<file path="src/rtl/bsg_mux_one_hot_pkg.sv">
// Shared definitions for the buffered one-hot mux: buffer state encoding
// and the select legality check.
package bsg_mux_one_hot_pkg;

    typedef enum logic [1:0] {
        EMPTY = 2'd0,
        ONE   = 2'd1,
        TWO   = 2'd2
    } buf_state_e;

    // Widest select the legality check covers; narrower selects are zero-extended.
    localparam int max_els_lp = 64;

    // Exactly-one-bit test: "any" is the OR-reduce of the bits, "multi" ORs
    // together every bit ANDed with the OR of the bits below it.
    function automatic logic is_one_hot(input logic [max_els_lp-1:0] sel);
        logic any;
        logic multi;
        any   = 1'b0;
        multi = 1'b0;
        for (int i = 0; i < max_els_lp; i++) begin
            multi = multi | (any & sel[i]);
            any   = any | sel[i];
        end
        return any & ~multi;
    endfunction

endpackage

</file>
<file path="src/rtl/bsg_mux_one_hot_buffered_if.sv">
// Valid/ready bus of the buffered one-hot mux; the mux itself is the slave.
interface bsg_mux_one_hot_buffered_if #(
    parameter int width_p         = 28,
    parameter int els_p           = 2,
    parameter int err_cnt_width_p = 8
);
    logic                       v_i;
    logic                       ready_o;
    logic [els_p*width_p-1:0]   data_i;
    logic [els_p-1:0]           sel_one_hot_i;
    logic                       v_o;
    logic [width_p-1:0]         data_o;
    logic                       ready_i;
    logic                       err_o;
    logic [err_cnt_width_p-1:0] err_cnt_o;

    modport slave (
        input  v_i, data_i, sel_one_hot_i, ready_i,
        output ready_o, v_o, data_o, err_o, err_cnt_o
    );

    modport master (
        output v_i, data_i, sel_one_hot_i, ready_i,
        input  ready_o, v_o, data_o, err_o, err_cnt_o
    );
endinterface

</file>
<file path="src/rtl/bsg_mux_one_hot.sv">
// Combinational mask-and-OR one-hot mux; element k is data_i[k*width_p +: width_p].
module bsg_mux_one_hot #(
    parameter int width_p = 28,
    parameter int els_p   = 2
) (
    input  logic [els_p*width_p-1:0] data_i,
    input  logic [els_p-1:0]         sel_one_hot_i,
    output logic [width_p-1:0]       data_o
);

    always_comb begin
        data_o = '0;
        for (int k = 0; k < els_p; k++) begin
            data_o = data_o | (data_i[k*width_p +: width_p] & {width_p{sel_one_hot_i[k]}});
        end
    end

endmodule

</file>
<file path="src/rtl/bsg_mux_one_hot_buffered.sv">
// Registered one-hot mux with a two-entry skid buffer; illegal selects are
// dropped and tallied in a sticky flag and a saturating counter.
module bsg_mux_one_hot_buffered
    import bsg_mux_one_hot_pkg::*;
#(
    parameter int width_p         = 28,
    parameter int els_p           = 2,
    parameter int err_cnt_width_p = 8
) (
    input logic                      clk_i,
    input logic                      reset_n_i,
    bsg_mux_one_hot_buffered_if.slave bus
);

    localparam logic [1:0] ST_EMPTY = EMPTY;
    localparam logic [1:0] ST_ONE   = ONE;
    localparam logic [1:0] ST_TWO   = TWO;

    logic [1:0]                 state_q, state_d;
    logic [width_p-1:0]         main_q, main_d;
    logic [width_p-1:0]         skid_q, skid_d;
    logic                       err_q, err_d;
    logic [err_cnt_width_p-1:0] err_cnt_q, err_cnt_d;

    logic [width_p-1:0]    mux_word;
    logic [max_els_lp-1:0] sel_ext;
    logic                  sel_legal;
    logic                  in_fire, out_fire, legal_fire, illegal_fire;

    bsg_mux_one_hot #(
        .width_p (width_p),
        .els_p   (els_p)
    ) mux (
        .data_i        (bus.data_i),
        .sel_one_hot_i (bus.sel_one_hot_i),
        .data_o        (mux_word)
    );

    assign sel_ext      = max_els_lp'(bus.sel_one_hot_i);
    assign sel_legal    = is_one_hot(sel_ext);
    assign in_fire      = bus.v_i & bus.ready_o;
    assign out_fire     = bus.v_o & bus.ready_i;
    assign legal_fire   = in_fire & sel_legal;
    assign illegal_fire = in_fire & ~sel_legal;

    // ready_o decodes registered state only, so no ready_i -> ready_o path exists.
    assign bus.ready_o   = (state_q == ST_EMPTY) || (state_q == ST_ONE);
    assign bus.v_o       = (state_q == ST_ONE) || (state_q == ST_TWO);
    assign bus.data_o    = main_q;
    assign bus.err_o     = err_q;
    assign bus.err_cnt_o = err_cnt_q;

    always_comb begin
        state_d   = state_q;
        main_d    = main_q;
        skid_d    = skid_q;
        err_d     = err_q;
        err_cnt_d = err_cnt_q;

        case (state_q)
            ST_EMPTY: begin
                if (legal_fire) begin
                    main_d  = mux_word;
                    state_d = ST_ONE;
                end
            end
            ST_ONE: begin
                if (legal_fire && out_fire) begin
                    main_d = mux_word;
                end else if (legal_fire) begin
                    skid_d  = mux_word;
                    state_d = ST_TWO;
                end else if (out_fire) begin
                    state_d = ST_EMPTY;
                end
            end
            ST_TWO: begin
                if (out_fire) begin
                    main_d  = skid_q;
                    state_d = ST_ONE;
                end
            end
            default: state_d = ST_EMPTY;
        endcase

        if (illegal_fire) begin
            err_d = 1'b1;
            if (~&err_cnt_q) begin
                err_cnt_d = err_cnt_q + err_cnt_width_p'(1);
            end
        end
    end

    always_ff @(posedge clk_i or negedge reset_n_i) begin
        if (!reset_n_i) begin
            state_q   <= ST_EMPTY;
            main_q    <= '0;
            skid_q    <= '0;
            err_q     <= 1'b0;
            err_cnt_q <= '0;
        end else begin
            state_q   <= state_d;
            main_q    <= main_d;
            skid_q    <= skid_d;
            err_q     <= err_d;
            err_cnt_q <= err_cnt_d;
        end
    end

endmodule

</file>
<file path="src/flat_wrapper.sv">
// flat-port wrapper written by rule: the top's interface ports become plain ports
module bsg_mux_one_hot_buffered_flat import bsg_mux_one_hot_pkg::*;
#(
    parameter int width_p         = 28,
    parameter int els_p           = 2,
    parameter int err_cnt_width_p = 8
)
  (clk_i, reset_n_i, bus_v_i, bus_data_i, bus_sel_one_hot_i, bus_ready_i, bus_ready_o, bus_v_o, bus_data_o, bus_err_o, bus_err_cnt_o);
  bsg_mux_one_hot_buffered_if #(.width_p(width_p), .els_p(els_p), .err_cnt_width_p(err_cnt_width_p)) bus_i ();
  input logic clk_i;
  input logic reset_n_i;
  input wire logic [$bits(bus_i.v_i)-1:0] bus_v_i;
  input wire logic [$bits(bus_i.data_i)-1:0] bus_data_i;
  input wire logic [$bits(bus_i.sel_one_hot_i)-1:0] bus_sel_one_hot_i;
  input wire logic [$bits(bus_i.ready_i)-1:0] bus_ready_i;
  output wire logic [$bits(bus_i.ready_o)-1:0] bus_ready_o;
  output wire logic [$bits(bus_i.v_o)-1:0] bus_v_o;
  output wire logic [$bits(bus_i.data_o)-1:0] bus_data_o;
  output wire logic [$bits(bus_i.err_o)-1:0] bus_err_o;
  output wire logic [$bits(bus_i.err_cnt_o)-1:0] bus_err_cnt_o;
  assign bus_i.v_i = bus_v_i;
  assign bus_i.data_i = bus_data_i;
  assign bus_i.sel_one_hot_i = bus_sel_one_hot_i;
  assign bus_i.ready_i = bus_ready_i;
  assign bus_ready_o = bus_i.ready_o;
  assign bus_v_o = bus_i.v_o;
  assign bus_data_o = bus_i.data_o;
  assign bus_err_o = bus_i.err_o;
  assign bus_err_cnt_o = bus_i.err_cnt_o;
  bsg_mux_one_hot_buffered #(.width_p(width_p), .els_p(els_p), .err_cnt_width_p(err_cnt_width_p)) u_core (.clk_i(clk_i), .reset_n_i(reset_n_i), .bus(bus_i));
endmodule
</file>
<file path="config.mk">
export PLATFORM = sky130hd
export DESIGN_NAME = bsg_mux_one_hot_buffered_flat
export DESIGN_NICKNAME = d
export VERILOG_FILES = /design/src/rtl/bsg_mux_one_hot_pkg.sv /design/src/rtl/bsg_mux_one_hot_buffered_if.sv /design/src/rtl/bsg_mux_one_hot.sv /design/src/rtl/bsg_mux_one_hot_buffered.sv /design/src/flat_wrapper.sv
export SDC_FILE = /design/constraint.sdc
export NUM_CORES = 1
export LEC_CHECK = 0
export BUFFER_PORTS_ARGS = -buffer_cell sky130_fd_sc_hd__clkbuf_2
export CAP_MARGIN = 20
export CORE_AREA = 2 2 80 82
export DETAILED_ROUTE_END_ITERATION = 10
export DIE_AREA = 0 0 82 84
export GPL_ROUTABILITY_DRIVEN = 0
export HOLD_SLACK_MARGIN = 0.03
export PLACE_DENSITY = 0.83
export REMOVE_ABC_BUFFERS = 1
export SYNTH_ARGS = -nofsm -noshare
export SYNTH_HDL_FRONTEND = slang
export SYNTH_SLANG_ARGS = --single-unit
export TNS_END_PERCENT = 30
</file>
<file path="constraint.sdc">
create_clock -name clk_i -period 6.3 [get_ports clk_i]
set_clock_uncertainty 0.1 [all_clocks]
set_input_delay 0.63 -clock clk_i [delete_from_list [all_inputs] [get_ports clk_i]]
set_output_delay 0.63 -clock clk_i [all_outputs]
set_load 0.005 [all_outputs]
</file>
**Word level (Yosys, flattened, before mapping)**

Cells that the tools add are included.
W data, S select, Z words.

- Bits in registers: 67
- Input port bits: 62
- Output and inout bits: 39
- Logic and storage cells: 47

- Add/sub/neg operators: 1
- Eq/ne operators: 7
- Multiplexer cells: 10
- Bitwise logic cells: 14
- Reduce and logical (&&, ||, !) cells: 10

Operators with widths:

| cell | number |
|---|---|
| $mux W28 | 3 |
| $pmux W28 S3 | 1 |
| $and A28 B28 Y28 | 2 |
| $or A28 B28 Y28 | 1 |
| $mux W2 | 5 |
| $add A8 B1 Y8 const B | 1 |
| $reduce_and A4 Y1 | 2 |
| $reduce_and A8 Y1 | 1 |
| $and A1 B1 Y1 | 6 |
| $pmux W2 S3 | 1 |
| $ne A2 B1 Y1 const B | 2 |
| $ne A2 B2 Y1 const B | 2 |
| $not A1 Y1 | 4 |
| $ne A3 B1 Y1 const B | 1 |
| $reduce_and A3 Y1 | 1 |
| $reduce_bool A3 Y1 | 1 |
| $eq A2 B1 Y1 const B | 1 |
| $eq A2 B2 Y1 const B | 1 |
| $logic_not A2 Y1 | 1 |
| $logic_or A1 B1 Y1 | 2 |
| $reduce_and A2 Y1 | 1 |
| $logic_and A1 B1 Y1 | 1 |
| $or A1 B1 Y1 | 1 |

**Depth between registers and ports, before layout**

Gate-level depths: netlist of run 1.

- Depth in word-level cells: 7
- Mapped depth: 8
- Mapped depth without buffers: 6

**Modules after synthesis**

From an unflattened synthesis of run 1, not the netlist that was laid out.

- Cell total of the unflattened synthesis: 247
- Area, all modules: 3509.6 µm²

By module, submodules not included:

| module | instances | cells an instance | area an instance (µm²) | seq. area each (µm²) |
|---|---|---|---|---|
| bsg_mux_one_hot_buffered | 1 | 213 | 3186.8 | 1676.6 |
| bsg_mux_one_hot | 1 | 34 | 322.8 | 0.0 |

**Least setup slack after synthesis of run 1**

OpenSTA, ideal clock, no wires.

- Kind: register to register
- From: register u_core.state_q[1]
- To: register u_core.main_q[10] (netlist: u_core.bus.data_o[10])
- Setup time: 125 ps
- Arrival time: 2028 ps
- Data required time: 6075 ps
- Setup slack: 4048 ps
- Cell stages (with the launch flop): 8
- Buffers on the path: 1
- Period minus slack after synthesis: 2252 ps
- Cells stage by stage: dfrtp_1 > inv_1 > ha_1 > nand2_1 > or3_1 > a31oi_4 > buf_6 > mux2_2

- Elaborated cells between the ends (all ways): 15
- Those cells by class: eq/ne (5); mux (1); bitwise (3); reduce/logical (6)

RTL lines:

| item | RTL line | source |
|---|---|---|
| start, declared | bsg_mux_one_hot_buffered.sv:19 | `logic [1:0] state_q, state_d;` |
| start signal, assigned | bsg_mux_one_hot_buffered.sv:102 | `state_q <= state_d;` |
| $eq A2 B1 Y1 / $eq A2 B2 Y1 (equally long branches) | bsg_mux_one_hot_buffered.sv:48 | `assign bus.v_o = (state_q == ST_ONE) \|\| (state_q == ST_TWO);` |
| $logic_or A1 B1 Y1 (*) | bsg_mux_one_hot_buffered.sv:48 |  |
| via bus_v_o | flat_wrapper.sv:17 | `output wire logic [$bits(bus_i.v_o)-1:0] bus_v_o;` |
| $and A1 B1 Y1 (*) | bsg_mux_one_hot_buffered.sv:42 | `assign out_fire = bus.v_o & bus.ready_i;` |
| $logic_and A1 B1 Y1 | bsg_mux_one_hot_buffered.sv:68 | `if (legal_fire && out_fire) begin` |
| $ne A2 B2 Y1 (no source line) | -- |  |
| $reduce_and A4 Y1 (no source line) (*) | -- |  |
| end signal, assigned | bsg_mux_one_hot_buffered.sv:103 | `main_q <= main_d;` |
| end, declared | bsg_mux_one_hot_buffered.sv:20 | `logic [width_p-1:0] main_q, main_d;` |

The timed path passes the listed nets; every way through them passes the cells marked *.
A chain may end at the register's enable or synchronous reset.

**Worst setup path after layout of run 1**

- From: input port bus_sel_one_hot_i[1]
- To: register u_core.main_q[8] (netlist: u_core.bus.data_o[8])

- Longest elaborated chain between the ends: 7
- Elaborated cells between the ends (all ways): 14
- Those cells by class: eq/ne (2); mux (3); bitwise (7); reduce/logical (2)

RTL lines:

| item | RTL line | source |
|---|---|---|
| start, declared | flat_wrapper.sv:14 | `input wire logic [$bits(bus_i.sel_one_hot_i)-1:0] bus_sel_one_hot_i;` |
| $and A1 B1 Y1 | bsg_mux_one_hot_pkg.sv:22 | `multi = multi \| (any & sel[i]);` |
| $not A1 Y1 | bsg_mux_one_hot_pkg.sv:25 | `return any & ~multi;` |
| $and A1 B1 Y1 | bsg_mux_one_hot_pkg.sv:25 |  |
| $and A1 B1 Y1 | bsg_mux_one_hot_buffered.sv:43 | `assign legal_fire = in_fire & sel_legal;` |
| $logic_and A1 B1 Y1 | bsg_mux_one_hot_buffered.sv:68 |  |
| $ne A2 B2 Y1 (no source line) | -- |  |
| $reduce_and A4 Y1 (no source line) | -- |  |

Parallel ways exist; a longest one is shown, timed or not. The select of a mux whose other input is x is not followed.

==> results.py, run 1 <==
metrics = {
    "timing": {
        "finalSetupViolCount": 0,
        "hold_violations": 0,
        "timing.slew.headroom_pct": 34.2,
        "setup_ws_ns": 3.36,
        "final.setup.tns_ns": 0,
        "holdWs_ns": 0.355,
        "worstMarginPinSlew_ns": 0.987,
        "layout_min_cycle_time_ns": 2.94,
        "timing.fmax_mhz": 341,
        "final_max_slew_viol_count": 0,
        "fin_crit_sh_pct": 46.6,
        "grt_setup_unrepaired": "false",
    },
    "clocking": {
        "numClockSinks": 67,
        "clk_path_buf_depth": 2,
        "clk_pin_slew_ns": 0.07,
        "cts_setup_buffers": 0,
        "htree_num_levels": 3,
        "post_cts_resized": 0,
        "postCtsHoldBufs": 0,
        "clock_latency_ns": 0.35,
        "cts_made_buffers": 9,
        "ctsRootBufferMaster": "clkbuf_8",
        "cts_tree": "built",
    },
    "placed_design": {
        "placed_area_um2": 3720,
        "dp_hpwl_um": 4790,
        "port_buffers": 100,
        "dp_slack_ns": 2.98,
    },
    "power": {
        "switchingPower_w": 0.000617,
        "p_per_area_nw_per_um2": 453,
        "clkPwrFrac_pct": 20.2,
        "leakage_nw": 1.89,
        "seqPwrFrac_pct": 42.7,
        "comb_power_share_pct": 37.1,
        "power_switching_share_pct": 34.8,
        "intPower_w": 0.00116,
        "peakVddDrop_v": 0.000223,
    },
    "routing": {
        "vias": 2694,
        "ant_nets": 0,
        "drc_errors": 0,
        "wl_per_cell_um": 14.7,
        "via_per_inst": 5.53,
        "firstDrtPassIters": 4,
        "dr.first_iter.drc_count": 117,
        "drt-total-wl_um": 7150,
    },
    "setup_path": {
        "crit_arrival_ns": 3.06,
        "cp_max_fo": 30,
        "cp_cell_sequence": "clkbuf_2 -> xnor2_1 -> or3_1 -> a31oi_4 -> mux2_2",
        "required_ns": 6.43,
        "critPathLaunchType": "input pin",
        "cp-end-kind": "flip-flop",
        "worstSetupPathType": "input pin to flip-flop",
        "crit_start": "bus_sel_one_hot_i[1]",
        "critPathMaxStageDelay_ns": 0.83,
        "slowest_stage": "a31oi_4",
        "r2r-start": "u_core.state_q[0]$_DFFE_PN0P_",
    },
    "cells_and_area": {
        "drive_above_1_share_pct": 36.1,
        "finish.utilization_pct": 64.3,
        "final_common_cell": "clkbuf_2",
        "areaGrowthSynthToFinish_pct": 22.3,
        "num_antenna_cells": 0,
        "layout.nets": 473,
        "final_cell_mix": "clkbuf_2 (99), dfrtp_1 (67), nand2_1 (59)",
        "fin_area_um2": 3920,
    },
    "synth": {
        "synth_ff_type": "dfrtp_1",
        "synth_seq_area_share_pct": 52.3,
        "synth-edff-count": 0,
        "synth_cell_type_count": 30,
        "async_flop_share_pct": 100,
        "yosys.area.top_type": "dfrtp_1",
        "syn_area_per_cell_um2": 10.2,
        "syn_inst": 313,
        "ys_ff_latch": 67,
        "yosysWarnings": 0,
        "synthesis.area_um2": 3200,
        "synth_area_leaders": "dfrtp_1 (52%), mux2_2 (9.8%), o21ai_0 (9.1%)",
        "synth_top_area_share_pct": 52.3,
    },
    "floorplan": {
        "die_height_um": 84,
        "die-area_um2": 6890,
        "die_width_um": 82,
        "io_pins": 101,
        "initial_utilization_pct": 52.5,
        "row_count": 29,
        "core_area_um2": 6100,
    },
    "min_path": {
        "hold_class": "input pin to async pin",
    },
    "flow_run": {
        "maxCapViolations": 0,
    },
    "global_routing": {
        "grt_pass1_vias": 2738,
        "grt_pass1_wl_um": 12200,
        "grt_start_max_net_pins": 68,
        "grt-ovfl-total": 0,
        "antenna_found_initial": 0,
        "track_usage_pct": 23.0,
    },
    "status": {
        "status": "completed",
    },
}
-- critical path, delay by kind of cell --
family	cells	cell delay (ns)
xor+xnor	1	0.22
mux	1	0.42
buf+inv	1	0.50
simple gates	1	0.43
compound gates	1	0.83
-- cell usage after synthesis, types with 2 or more instances --
master    instances
buf_6             2
nor3_1            2
xor2_1            4
buf_1             2
a22oi_1          28
mux2_2           28
mux2i_1           2
a21oi_1           3
and3_1            3
nand3_1           5
nand4_1           4
nand2_1          59
xnor2_1           3
nor4_1            2
clkbuf_1         17
dfrtp_1          67
inv_1             5
o21ai_0          58
nand2b_1          3
ha_1              6
-- cells by family after synthesis --
group           Yosys count  synth area share [%]
simple gates             81                  11.0
xor+xnor                  7                  1.91
fa+ha+maj                 6                  2.34
buf+inv                  26                  3.52
flops                    67                  52.3
compound gates           95                  18.0
mux                      31                  10.8
-- layer usage --
layer,track usage (%),vias up,part of all wire (%)
met3,5.41,13,6.2
met1,29.0,1294,43
met2,37.9,83,50
met4,8.64,0,1.7
met5,0,-,0
li1,-,1304,-
-- area by class of cell --
type	count	area (um^2)
fillers	525	2180
flip-flops and latches	67	1680
multi-input cells	220	1420
repair buffers	102	515
clock buffers	11	141
well taps	77	96.3
clock inverters	5	52.6
inverters	5	18.8
-- sequential cells by signal, indices dropped and copies added (netlist names) --
signal	flops
u_core.bus.data_o	28
u_core.bus.err_cnt_o	8
u_core.bus.err_o	1
u_core.skid_q	28
u_core.state_q	2
-- power by group through the flow --
stage	clock [W]	sequential, W	combinational (W)
final	0.000359	0.000757	0.000658
after global routing	0.000378	0.000780	0.000747
after CTS	0.000362	0.000757	0.000671
after detailed placement	0	0.000762	0.000666
after global placement	0	0.000750	0.000638
after floorplan	0	0.000743	0.000416
-- stage by stage --
stage | cells | total power [W]
2_1_floorplan | 292 | 0.00116
3_5_place_dp | 471 | 0.00143
3_3_place_gp | 471 | 0.00139
4_1_cts | 487 | 0.00179
6_report | 487 | 0.00177
5_1_grt | 487 | 0.00191
-- path summary, 6_finish.rpt --
kind / endpoint / slack (ns) / depth (start not counted)
setup reg to reg: u_core.bus.data_o[8]$_DFFE_PN0P_ / 3.47 / 6
setup / recovery: u_core.bus.data_o[8]$_DFFE_PN0P_ / 3.36 / 5
min in group clk_i: u_core.skid_q[4]$_DFFE_PN0P_ / 0.38 / 2
hold / removal: u_core.skid_q[9]$_DFFE_PN0P_ / 0.36 / 2
hold reg to reg: u_core.skid_q[4]$_DFFE_PN0P_ / 0.38 / 2
max in group asynchronous: u_core.skid_q[7]$_DFFE_PN0P_ / 5.19 / 2
No activity file was read; power rests on OpenSTA's default activity.
==> inputs of run 2 (changes only) <==
CORE_AREA = 2 2 87 89   (was 2 2 80 82)
DIE_AREA = 0 0 89 91   (was 0 0 82 84)
PLACE_DENSITY = 0.74   (was 0.83)
clock period = 2.7 ns   (was 6.3 ns; I/O delays follow)
==> run 2 against run 1 <==
- via count decreased by 2.3%
- cell area grew 2.4%
- sequential cell count is the same
- worst setup slack got worse by 3.0 ns
- count of clock-buffer cells in the layout grew 1
- hold slack worse by 0.21 ns
- sequential share of layout area fell by 1.0 points
- global-route usage is 4.1 points lower
- total power grew 130%
- cell count increased by 5.3%
- routed wire length grew 0.24%
- critical path type is now flip-flop to flip-flop
- largest cell class unchanged
==> results.py, run 2 (synthesis gave the netlist of run 1 again) <==
metrics = {
    "global_routing": {
        "grt_pass1_vias": 2585,
        "grt_start_max_net_pins": 58,
        "antenna_found_initial": 0,
        "track_usage_pct": 18.9,
        "grt-ovfl-total": 0,
        "grt_pass1_wl_um": 12000,
    },
    "floorplan": {
        "die_width_um": 89,
        "die_height_um": 91,
        "row_count": 31,
        "initial_utilization_pct": 44.9,
        "die-area_um2": 8100,
        "io_pins": 101,
        "core_area_um2": 7140,
    },
    "power": {
        "intPower_w": 0.00277,
        "p_total_w": 0.00417,
        "peakVddDrop_v": 0.000516,
        "switchingPower_w": 0.00139,
        "p_per_area_nw_per_um2": 1040,
        "comb_power_share_pct": 37.7,
        "seqPwrFrac_pct": 42.0,
        "clkPwrFrac_pct": 20.3,
        "leakage_nw": 1.93,
        "power_switching_share_pct": 33.4,
    },
    "status": {
        "status": "completed",
    },
    "setup_path": {
        "critPathBufInv": 2,
        "critPathLaunchType": "flip-flop",
        "reg2reg_to": "u_core.bus.data_o[16]$_DFFE_PN0P_",
        "worstSetupPathType": "flip-flop to flip-flop",
        "cp.depth": 7,
        "crit_start": "u_core.state_q[1]$_DFFE_PN0P_",
        "r2r_slack_ns": 0.35,
        "crit_arrival_ns": 2.46,
        "cp-end-kind": "flip-flop",
        "cp_max_fo": 18,
        "slowest_stage": "dfrtp_1",
        "r2r-start": "u_core.state_q[1]$_DFFE_PN0P_",
        "critPathMaxStageDelay_ns": 0.40,
        "worst_r2r_path_depth": 7,
        "required_ns": 2.81,
        "cp_cell_sequence": "inv_1 -> ha_1 -> nand2_1 -> or3_1 -> a31oi_4 -> buf_4 -> mux2_2",
        "crit_path_end": "u_core.bus.data_o[16]$_DFFE_PN0P_",
        "crit_family": "simple AND/OR/NAND/NOR gates",
    },
    "routing": {
        "firstDrtPassIters": 4,
        "drt-total-wl_um": 7160,
        "wl_per_cell_um": 14.0,
        "vias": 2631,
        "drc_errors": 0,
        "ant_nets": 0,
        "dr.first_iter.drc_count": 119,
        "via_per_inst": 5.13,
    },
    "timing": {
        "fin_crit_sh_pct": 86.9,
        "finalSetupViolCount": 0,
        "timing.slew.headroom_pct": 50.1,
        "grt_setup_unrepaired": "false",
        "final.setup.tns_ns": 0,
        "hold_violations": 0,
        "setup_ws_ns": 0.353,
        "final_max_slew_viol_count": 0,
        "timing.fmax_mhz": 426,
        "layout_min_cycle_time_ns": 2.35,
        "worstMarginPinSlew_ns": 0.749,
        "holdWs_ns": 0.148,
    },
    "placed_design": {
        "port_buffers": 100,
        "dp_slack_ns": 0.357,
        "dp_hpwl_um": 5020,
    },
    "cells_and_area": {
        "layout.nets": 479,
        "areaGrowthSynthToFinish_pct": 25.2,
        "final_cell_mix": "clkbuf_2 (99), dfrtp_1 (67), nand2_1 (59)",
        "drive_above_1_share_pct": 36.7,
        "fillCellCount": 670,
        "num_antenna_cells": 0,
        "final_common_cell": "clkbuf_2",
    },
    "clocking": {
        "htree_num_levels": 3,
        "clock_latency_ns": 0.33,
        "clk_pin_slew_ns": 0.07,
        "cts_made_buffers": 9,
        "cts_tree": "built",
        "numClockSinks": 67,
        "cts_setup_buffers": 0,
        "post_cts_resized": 0,
        "ctsRootBufferMaster": "clkbuf_8",
        "clk_path_buf_depth": 2,
        "postCtsHoldBufs": 1,
    },
    "min_path": {
        "hold_class": "input pin to flip-flop",
        "hold_path_startpoint": "bus_data_i[38]",
    },
    "flow_run": {
        "maxCapViolations": 0,
    },
}
## run 2: how the worst min path moves through the flow
stage | end | slack, ns | depth (start not counted)
5_1_grt | u_core.skid_q[13]$_DFFE_PN0P_ | 0.16 | 3
3_3_place_gp | u_core.skid_q[21]$_DFFE_PN0P_ | 0.27 | 1
3_5_place_dp | u_core.skid_q[21]$_DFFE_PN0P_ | 0.27 | 1
2_1_floorplan | u_core.bus.data_o[0]$_DFFE_PN0P_ | -0.13 | 0
4_1_cts | u_core.skid_q[10]$_DFFE_PN0P_ | 0.14 | 3
6_report | u_core.skid_q[10]$_DFFE_PN0P_ | 0.15 | 3
## run 2: power by group through the flow
stage | Sequential, W | Combinational (W) | Clock [W]
after floorplan | 0.00173 | 0.000970 | 0
after global placement | 0.00175 | 0.00153 | 0
after detailed placement | 0.00177 | 0.00159 | 0
after CTS | 0.00175 | 0.00160 | 0.000863
after global routing | 0.00182 | 0.00177 | 0.000909
final | 0.00175 | 0.00157 | 0.000845
## run 2: layout make-up
class,instances,area (um^2),area share [%]
clock buffer,12,165,4.12
clock inverter,2,35.0,0.873
inverter,5,18.8,0.468
multi-input combinational,220,1420,35.3
sequential,67,1680,41.8
tap,99,124,3.09
timing repair buffer,108,576,14.3
## run 2: metal layers
layer	up-vias	global-route usage [%]	part of all wire [%]
li1	1308	-	-
met1	1239	27.1	47
met2	76	28.1	47
met3	8	3.36	5.2
met4	0	7.84	1.3
met5	-	0	0
## run 2: metrics by stage
step / instances / cell area, um^2 / utilization (%)
after global placement: 498 / 3800 / 53.3
after CTS: 513 / 4010 / 56.2
after floorplan: 292 / 3110 / -
after detailed placement: 498 / 3800 / 53.3
final: 513 / 4010 / 56.2
after global routing: 513 / 4010 / 56.2
## run 2: worst register-to-register path, delay by kind of cell, from the launching register on
| family | cells | cell delay, ns |
|---|---|---|
| and+or+nand+nor | 2 | 0.47 |
| DFF | 1 | 0.40 |
| muxes | 1 | 0.37 |
| adders and majority gates | 1 | 0.31 |
| buffers and inverters | 2 | 0.40 |
| AOI/OAI and AO/OA | 1 | 0.20 |
==> inputs of run 3 (changes only) <==
RECOVER_POWER = 50   (was unset)
REMOVE_ABC_BUFFERS = unset   (was 1)
SLEW_MARGIN = 20   (was unset)
==> run 3 against run 2 <==
- the flow now finishes with violations (capacitance limit, slew limit)
- via count is 1.2% higher
- sequential power about the same
- core utilization is 0.21 points lower
- sequential share of layout area grew 0.16 points
- cell area down 0.37%
- total power fell by 0.96%
- global-route usage fell by 0.19 points
- first-iteration DRC count decreased by 9.2%
- worst setup slack improved by 0.071 ns
- largest power group unchanged
==> results.py, run 3 (synthesis gave the netlist of run 1 again) <==
metrics = {
    "status": {
        "status": "finished, violations left",
        "violations": "capacitance limit, slew limit",
    },
    "power": {
        "seqPwrFrac_pct": 42.4,
        "leakage_nw": 1.89,
        "comb_power_share_pct": 38.1,
        "p_per_area_nw_per_um2": 1030,
        "intPower_w": 0.00269,
        "p_total_w": 0.00413,
        "switchingPower_w": 0.00144,
        "power_switching_share_pct": 34.9,
        "clkPwrFrac_pct": 19.5,
        "peakVddDrop_v": 0.000480,
    },
    "clocking": {
        "cts_made_buffers": 9,
        "numClockSinks": 67,
        "clk_path_buf_depth": 2,
        "htree_num_levels": 3,
        "ctsRootBufferMaster": "clkbuf_8",
        "cts_setup_buffers": 0,
        "clk_pin_slew_ns": 0.07,
        "clock_latency_ns": 0.34,
        "cts_tree": "built",
        "postCtsHoldBufs": 1,
        "post_cts_resized": 0,
    },
    "cells_and_area": {
        "final_cells": 518,
        "final_cell_mix": "clkbuf_2 (86), dfrtp_1 (67), nand2_1 (59)",
        "final_common_cell": "clkbuf_2",
        "drive_above_1_share_pct": 34.1,
        "layout.nets": 482,
        "num_antenna_cells": 0,
        "fillCellCount": 684,
        "areaGrowthSynthToFinish_pct": 24.8,
    },
    "global_routing": {
        "track_usage_pct": 18.7,
        "grt-ovfl-total": 0,
        "grt_pass1_wl_um": 11700,
        "grt_pass1_vias": 2539,
        "grt_start_max_net_pins": 58,
        "antenna_found_initial": 0,
    },
    "setup_path": {
        "required_ns": 2.83,
        "cp_max_fo": 15,
        "r2r-start": "u_core.state_q[1]$_DFFE_PN0P_",
        "crit_family": "simple AND/OR/NAND/NOR gates",
        "critPathMaxStageDelay_ns": 0.39,
        "cp_cell_sequence": "inv_1 -> ha_1 -> nand2_1 -> or3_1 -> a31oi_4 -> buf_4 -> mux2_2",
        "slowest_stage": "dfrtp_1",
        "worstSetupPathType": "flip-flop to flip-flop",
        "critPathLaunchType": "flip-flop",
        "crit_start": "u_core.state_q[1]$_DFFE_PN0P_",
        "critPathBufInv": 2,
        "cp-end-kind": "flip-flop",
        "crit_arrival_ns": 2.40,
    },
    "placed_design": {
        "dp_hpwl_um": 5290,
        "dp.cells": 501,
        "port_buffers": 100,
    },
    "routing": {
        "vias": 2663,
        "drc_errors": 0,
        "dr.first_iter.drc_count": 108,
        "via_per_inst": 5.14,
        "ant_nets": 0,
        "firstDrtPassIters": 4,
        "drt-total-wl_um": 7280,
        "wl_per_cell_um": 14.0,
    },
    "floorplan": {
        "core_area_um2": 7140,
        "row_count": 31,
        "die_height_um": 91,
        "die-area_um2": 8100,
        "initial_utilization_pct": 44.9,
        "die_width_um": 89,
        "io_pins": 101,
    },
    "timing": {
        "final.setup.tns_ns": 0,
        "grt_setup_unrepaired": "false",
        "final_max_slew_viol_count": 31,
        "timing.slew.headroom_pct": -5.77,
        "timing.fmax_mhz": 439,
        "layout_min_cycle_time_ns": 2.28,
        "hold_violations": 0,
        "fin_crit_sh_pct": 84.3,
        "finalSetupViolCount": 0,
        "worstMarginPinSlew_ns": 1.59,
    },
    "synth": {
        "synth_nets": 381,
    },
    "min_path": {
        "hold_class": "input pin to flip-flop",
        "hold_path_startpoint": "bus_data_i[45]",
    },
    "flow_run": {
        "maxCapViolations": 1,
    },
}
[run 3: worst register-to-register path, cell delays in order (launching register included)]
cell and delay (ns):
dfrtp_1 0.39, inv_1 0.11, ha_1 0.30, nand2_1 0.09, or3_1 0.36, a31oi_4 0.19
buf_4 0.26, mux2_2 0.37
[run 3: power groups by stage]
stage | registers (W) | logic [W] | clock network [W]
floorplan | 0.00173 | 0.00105 | 0
global placement | 0.00176 | 0.00154 | 0
detailed placement | 0.00177 | 0.00161 | 0
CTS | 0.00175 | 0.00162 | 0.000824
global route | 0.00181 | 0.00177 | 0.000876
finish | 0.00175 | 0.00157 | 0.000803
[run 3: through the flow]
stage	hold WS [ns]	instance area, um^2	utilization [%]	setup slack (ns)
3_3_place_gp	0.239	3810	53.4	0.480
6_report	0.133	4000	56.0	0.424
2_1_floorplan	-0.126	3200	-	0.448
5_1_grt	0.159	4000	56.0	0.272
4_1_cts	0.123	4010	56.2	0.408
3_5_place_dp	0.240	3810	53.4	0.429
[run 3: per-layer routing]
layer  global-route usage, %  part of all wire [%]
met2                    28.9                    47
met1                    26.0                    45
met4                    6.72                   1.3
met5                       0                     0
met3                    3.82                   6.7
[run 3: area by class of cell]
type / count / area [um^2] / share of cell area, %
clock buffer: 9 / 124 / 3.10
clock inverter: 7 / 68.8 / 1.72
inverter: 5 / 18.8 / 0.470
multi-input combinational: 220 / 1420 / 35.4
sequential: 67 / 1680 / 42.0
tap: 99 / 124 / 3.10
timing repair buffer: 111 / 568 / 14.2
[run 3: worst paths after layout]
| path | depth (start not counted) | endpoint | slack, ns |
|---|---|---|---|
| hold reg to reg | 1 | u_core.bus.err_o$_DFFE_PN0P_ | 0.37 |
| setup reg to reg | 7 | u_core.bus.data_o[27]$_DFFE_PN0P_ | 0.42 |
| min in group asynchronous | 2 | u_core.skid_q[17]$_DFFE_PN0P_ | 0.76 |
| max in group asynchronous | 3 | u_core.bus.data_o[12]$_DFFE_PN0P_ | 0.68 |
| hold / removal | 3 | u_core.skid_q[17]$_DFFE_PN0P_ | 0.13 |
| setup / recovery | 7 | u_core.bus.data_o[27]$_DFFE_PN0P_ | 0.42 |
